[src/rtl/csa_accum_seq.sv]
// -----------------------------------------------------------------------------
// csa_accum_seq
//   Sequenced multi-operand accumulator built around one shared 3:2 compressor.
//   Operands stream in over a valid/ready port. Each accepted operand costs one
//   compressor pass into a carry-save (sum, carry) pair. At the end of a group
//   the pair is resolved with one carry-propagate add, and the result is then
//   offered on a valid/ready result port.
//
//   Build option: CSA_ACCUM_SIGNED_EN
//     defined   - op_i is two's complement, sign-extended; res_o is signed.
//     undefined - op_i is unsigned, zero-extended; res_o is unsigned.
//
// Ports
//   clk_i        clock, rising edge
//   rst_ni       asynchronous reset, active-low
//   op_i         operand (WIDTH_I bits)
//   op_valid_i   operand valid
//   op_last_i    operand closes the group (qualified by op_valid_i)
//   op_ready_o   operand accepted when op_valid_i & op_ready_o
//   res_o        resolved group sum (ACC_W bits)
//   res_valid_o  result valid (registered)
//   res_ready_i  result consumed when res_valid_o & res_ready_i
//   op_count_o   operands accepted in the current group
//   busy_o       FSM is not idle
// -----------------------------------------------------------------------------
module csa_accum_seq #(
    parameter  int unsigned WIDTH_I = 8,
    parameter  int unsigned N_OPS   = 4,
    localparam int unsigned ACC_W   = WIDTH_I + $clog2(N_OPS),
    localparam int unsigned CNT_W   = $clog2(N_OPS + 1)
) (
    input  logic               clk_i,
    input  logic               rst_ni,
    input  logic [WIDTH_I-1:0] op_i,
    input  logic               op_valid_i,
    input  logic               op_last_i,
    output logic               op_ready_o,
    output logic [ACC_W-1:0]   res_o,
    output logic               res_valid_o,
    input  logic               res_ready_i,
    output logic [CNT_W-1:0]   op_count_o,
    output logic               busy_o
);

    typedef enum logic [1:0] {
        IDLE    = 2'd0,
        ACCUM   = 2'd1,
        RESOLVE = 2'd2,
        DONE    = 2'd3
    } state_e;

    state_e             state_q, state_d;
    logic [ACC_W-1:0]   sum_q, sum_d;
    logic [ACC_W-1:0]   carry_q, carry_d;
    logic [ACC_W-1:0]   res_q, res_d;
    logic               res_valid_q, res_valid_d;
    logic [CNT_W-1:0]   cnt_q, cnt_d;

    logic [ACC_W-1:0]   op_ext;
    logic [ACC_W-1:0]   csa_sum;
    logic [ACC_W-1:0]   csa_carry;
    logic [CNT_W-1:0]   cnt_inc;
    logic               op_ready;
    logic               accept;
    logic               last;

`ifdef CSA_ACCUM_SIGNED_EN
    assign op_ext = ACC_W'($signed(op_i));
`else
    assign op_ext = ACC_W'(op_i);
`endif

    // Shared 3:2 compressor: bitwise full adders; the majority (carry) vector
    // moves up one weight and its top bit falls off (mod 2^ACC_W).
    assign csa_sum   = sum_q ^ carry_q ^ op_ext;
    assign csa_carry = ((sum_q & carry_q) | (sum_q & op_ext) | (carry_q & op_ext)) << 1;

    // Ready depends on state only, so there is no valid->ready combinational path.
    assign op_ready = (state_q == IDLE) || (state_q == ACCUM);
    assign accept   = op_valid_i & op_ready;
    assign cnt_inc  = cnt_q + CNT_W'(1);
    // The group closes on op_last_i or when the operand limit is reached.
    assign last     = op_last_i | (cnt_inc == CNT_W'(N_OPS));

    always_comb begin
        state_d     = state_q;
        sum_d       = sum_q;
        carry_d     = carry_q;
        res_d       = res_q;
        res_valid_d = res_valid_q;
        cnt_d       = cnt_q;

        unique case (state_q)
            IDLE: begin
                if (accept) begin
                    sum_d   = op_ext;
                    carry_d = '0;
                    cnt_d   = cnt_inc;
                    state_d = last ? RESOLVE : ACCUM;
                end
            end
            ACCUM: begin
                if (accept) begin
                    sum_d   = csa_sum;
                    carry_d = csa_carry;
                    cnt_d   = cnt_inc;
                    if (last) state_d = RESOLVE;
                end
            end
            RESOLVE: begin
                res_d       = sum_q + carry_q;
                res_valid_d = 1'b1;
                state_d     = DONE;
            end
            DONE: begin
                if (res_ready_i) begin
                    res_valid_d = 1'b0;
                    cnt_d       = '0;
                    sum_d       = '0;
                    carry_d     = '0;
                    state_d     = IDLE;
                end
            end
            default: state_d = IDLE;
        endcase
    end

    always_ff @(posedge clk_i or negedge rst_ni) begin
        if (!rst_ni) begin
            state_q     <= IDLE;
            sum_q       <= '0;
            carry_q     <= '0;
            res_q       <= '0;
            res_valid_q <= 1'b0;
            cnt_q       <= '0;
        end else begin
            state_q     <= state_d;
            sum_q       <= sum_d;
            carry_q     <= carry_d;
            res_q       <= res_d;
            res_valid_q <= res_valid_d;
            cnt_q       <= cnt_d;
        end
    end

    assign op_ready_o  = op_ready;
    assign res_o       = res_q;
    assign res_valid_o = res_valid_q;
    assign op_count_o  = cnt_q;
    assign busy_o      = (state_q != IDLE);

endmodule

[config.mk]
export PLATFORM = sky130hd
export DESIGN_NAME = csa_accum_seq
export DESIGN_NICKNAME = d
export VERILOG_FILES = /design/src/rtl/csa_accum_seq.sv
export SDC_FILE = /design/constraint.sdc
export NUM_CORES = 1
export LEC_CHECK = 0
export CAP_MARGIN = 40
export CELL_PAD_IN_SITES_DETAIL_PLACEMENT = 2
export CELL_PAD_IN_SITES_GLOBAL_PLACEMENT = 2
export CORE_UTILIZATION = 25
export DETAILED_ROUTE_END_ITERATION = 8
export PLACE_DENSITY_LB_ADDON = 0.15
export SYNTH_ARGS = -nofsm -noshare
export SYNTH_HDL_FRONTEND = slang
export SYNTH_SLANG_ARGS = --single-unit
[constraint.sdc]
create_clock -name clk_i -period 3 [get_ports clk_i]
set_clock_uncertainty 0.05 [all_clocks]
set_input_delay 0.6 -clock clk_i [delete_from_list [all_inputs] [get_ports clk_i]]
set_output_delay 0.6 -clock clk_i [all_outputs]
set_load 0.02 [all_outputs]
==> metrics <==
FF+latch count, synth 35; cts repair resizes 0; Buf+Inv Stages, Crit Path 3; Critical Path End op_ready_o; crit path time final 2.451 ns; CTS buffer count 5; critical path's largest stage delay 0.53 ns; CP arrival 1.80 ns; minimum setup slack among reg-to-reg paths 0.84 ns; drt drc 0; Top delay family on crit path buffers and inverters; Rows 33; fin. max-slew vios 0; CP max stage cell clkdlybuf4s50_1; maximum vdd drop 0.2293 mV; pwr dens 1001 nW/um^2; clock latency on the worst-skew pair 0.29 ns; Yosys warnings 0; synth-to-layout area growth 23.45%; Reg2Reg Depth 6; Critical Path RT 2.35 ns; wire length per cell 15.03 um; worst hold path class in -> async; Rel. slew slack 51.71%; vias in the first global route 1769; HPWL Detailed 3928 um; placed cells 342; CTS tree built; hold-fix buffers at CTS 0; Yosys top cell area share 41.25%; CP Launch Type register; clock root cell clkbuf_8; global-route wire length before repair 9204 um; Top FF cell, synth dfrtp_1; Synth top cells by count dfrtp_1 (35), nand2_1 (35), o21ai_0 (21); die area 8866 um^2; die height 94.16 um; DIE WIDTH 94.16 um; final hold slack 0.06021 ns; Worst-path clk slew 0.07 ns; Post-DRT Antenna Nets 0; post-synthesis sequential area ratio 41.25%; TNS Setup 0 ns; CTS Sinks 35; Synth area leaders dfrtp_1 (41%), ha_1 (8.8%), fa_1 (7.5%); total grt overflow 0; Vias/cell 4.674; DR iter-0 viols 20; Post-CTS Setup Inserts 0; Syn Area/Cell 9.968 um^2; I/O pin count 29; Nets 280; CORE AREA 8217 um^2; non-filler cells, final 350; status complete, no violations; CP dominant cell by count inv_1; RR Endpoint res_o[7]; Starting Density 25.84%; Total Wirelength 5260 um; endpoints failing hold 0; IO Port Bufs 28; area leader, netlist dfrtp_1; H-tree levels 2; total track usage 13.59%; final worst path period share 81.70%; Crit. End Element output pin; unrepaired setup endpoints after global routing false; max cap viols 0; Crit. path cell count 5; Post-synth EDFFs 0; Synth Cell Area 2123 um^2; Synth Instances 213; crit-path max FO 4; largest net degree at the start of global routing 34; final setup vio count 0; Net Count, Synth 249; gpl congestion 0.6917; clock buffer depth 2; drt first pass iters 3; ys async rst share 100.0%; fmax 0.4080 GHz; initial antenna violation count 0; reg2reg start sum_q[1]; Cell Chain, Critical Path inv_1 -> ha_1 -> nor2_2 -> inv_1 -> clkdlybuf4s50_1; layout cell share with drive strength beyond 1 11.02%; kind of critical path reg -> out; leak pwr 1.163 nW; worst-margin pin slew 0.7223 ns; crit path from state_q[1]; Netlist cell types 38; DR vias 1636; # diodes 0
==> per-layer routing <==
layer  wire, um  global-route usage [%]  up-vias  share of wire [%]
met1       2622                   18.37      803                 50
met3        135                   2.832        5                2.6
met5          0                       0        -                  0
met2       2451                   21.92       22                 47
met4         51                   3.462        0               0.97
li1           -                       -      806                  -
==> kinds of logic after synthesis <==
logic type               Yosys count  synth area share (%)
buffers and inverters             19                 3.772
AO/OA/AOI/OAI                     63                 18.86
flip-flops                        35                 41.25
multiplexers                       7                 3.713
adder cells (fa/ha/maj)           23                 16.38
XOR/XNOR                           6                 2.475
AND/OR/NAND/NOR                   60                 13.55
==> sequential cells by signal (all words and copies together) (netlist names) <==
register and count:
res_o 10, sum_q 10, carry_q 9, op_count_o 3
state_q 2, res_valid_o 1
==> cells in the final DEF (no fill, tap or decap), types with 2 or more instances in the layout <==
cell,instances
o21ai_1,2
o211ai_1,3
o211ai_2,2
o21ai_0,21
nand2_1,35
dfrtp_1,35
nor3b_1,9
clkbuf_8,5
fa_1,8
inv_1,10
clkdlybuf4s50_1,27
xor2_1,4
or3_1,2
nor2_1,5
a21o_1,3
clkinv_2,3
mux2_2,7
buf_4,4
a21oi_1,19
nor2b_1,2
ha_1,15
a22o_1,2
nand2b_1,3
xnor2_1,2
==> how the worst min path moves through the flow <==
stage | from | to | slack (ns) | depth (start not counted)
finish | rst_ni | op_count_o[1] | 0.06 | 1
global route | rst_ni | op_count_o[0] | 0.04 | 1
CTS | rst_ni | op_count_o[1] | 0.05 | 1
detailed placement | rst_ni | op_count_o[1] | 0.36 | 1
global placement | carry_q[8] | carry_q[8] | 0.43 | 2
floorplan | rst_ni | carry_q[1] | 0.25 | 0
==> area by class of cell <==
cell class,instances,area (um^2)
tap,105,131.4
sequential,35,875.8
timing repair buffer,33,325.3
clock inverter,3,15.01
multi-input combinational,159,1167
clock buffer,5,68.82
fill,919,5595
inverter,10,37.54
==> metrics by stage <==
| step | cell area [um^2] | power, mW | util (%) | worst slack [ns] |
|---|---|---|---|---|
| after floorplan | 2123 | 1.803 | - | 1.002 |
| after global placement | 2517 | 2.301 | 30.64 | 0.6419 |
| after detailed placement | 2537 | 2.341 | 30.88 | 0.5669 |
| after CTS | 2621 | 2.702 | 31.90 | 0.5200 |
| after global routing | 2621 | 2.895 | 31.90 | 0.4126 |
| final | 2621 | 2.624 | 31.90 | 0.5489 |
==> power breakdown <==
part	internal [mW]	total, mW	leakage (nW)	switching (mW)
logic	0.626	1.46	0.666	0.836
registers	0.653	0.824	0.449	0.171
clock network	0.159	0.338	0.0477	0.179
No activity file was read; power rests on OpenSTA's default activity.
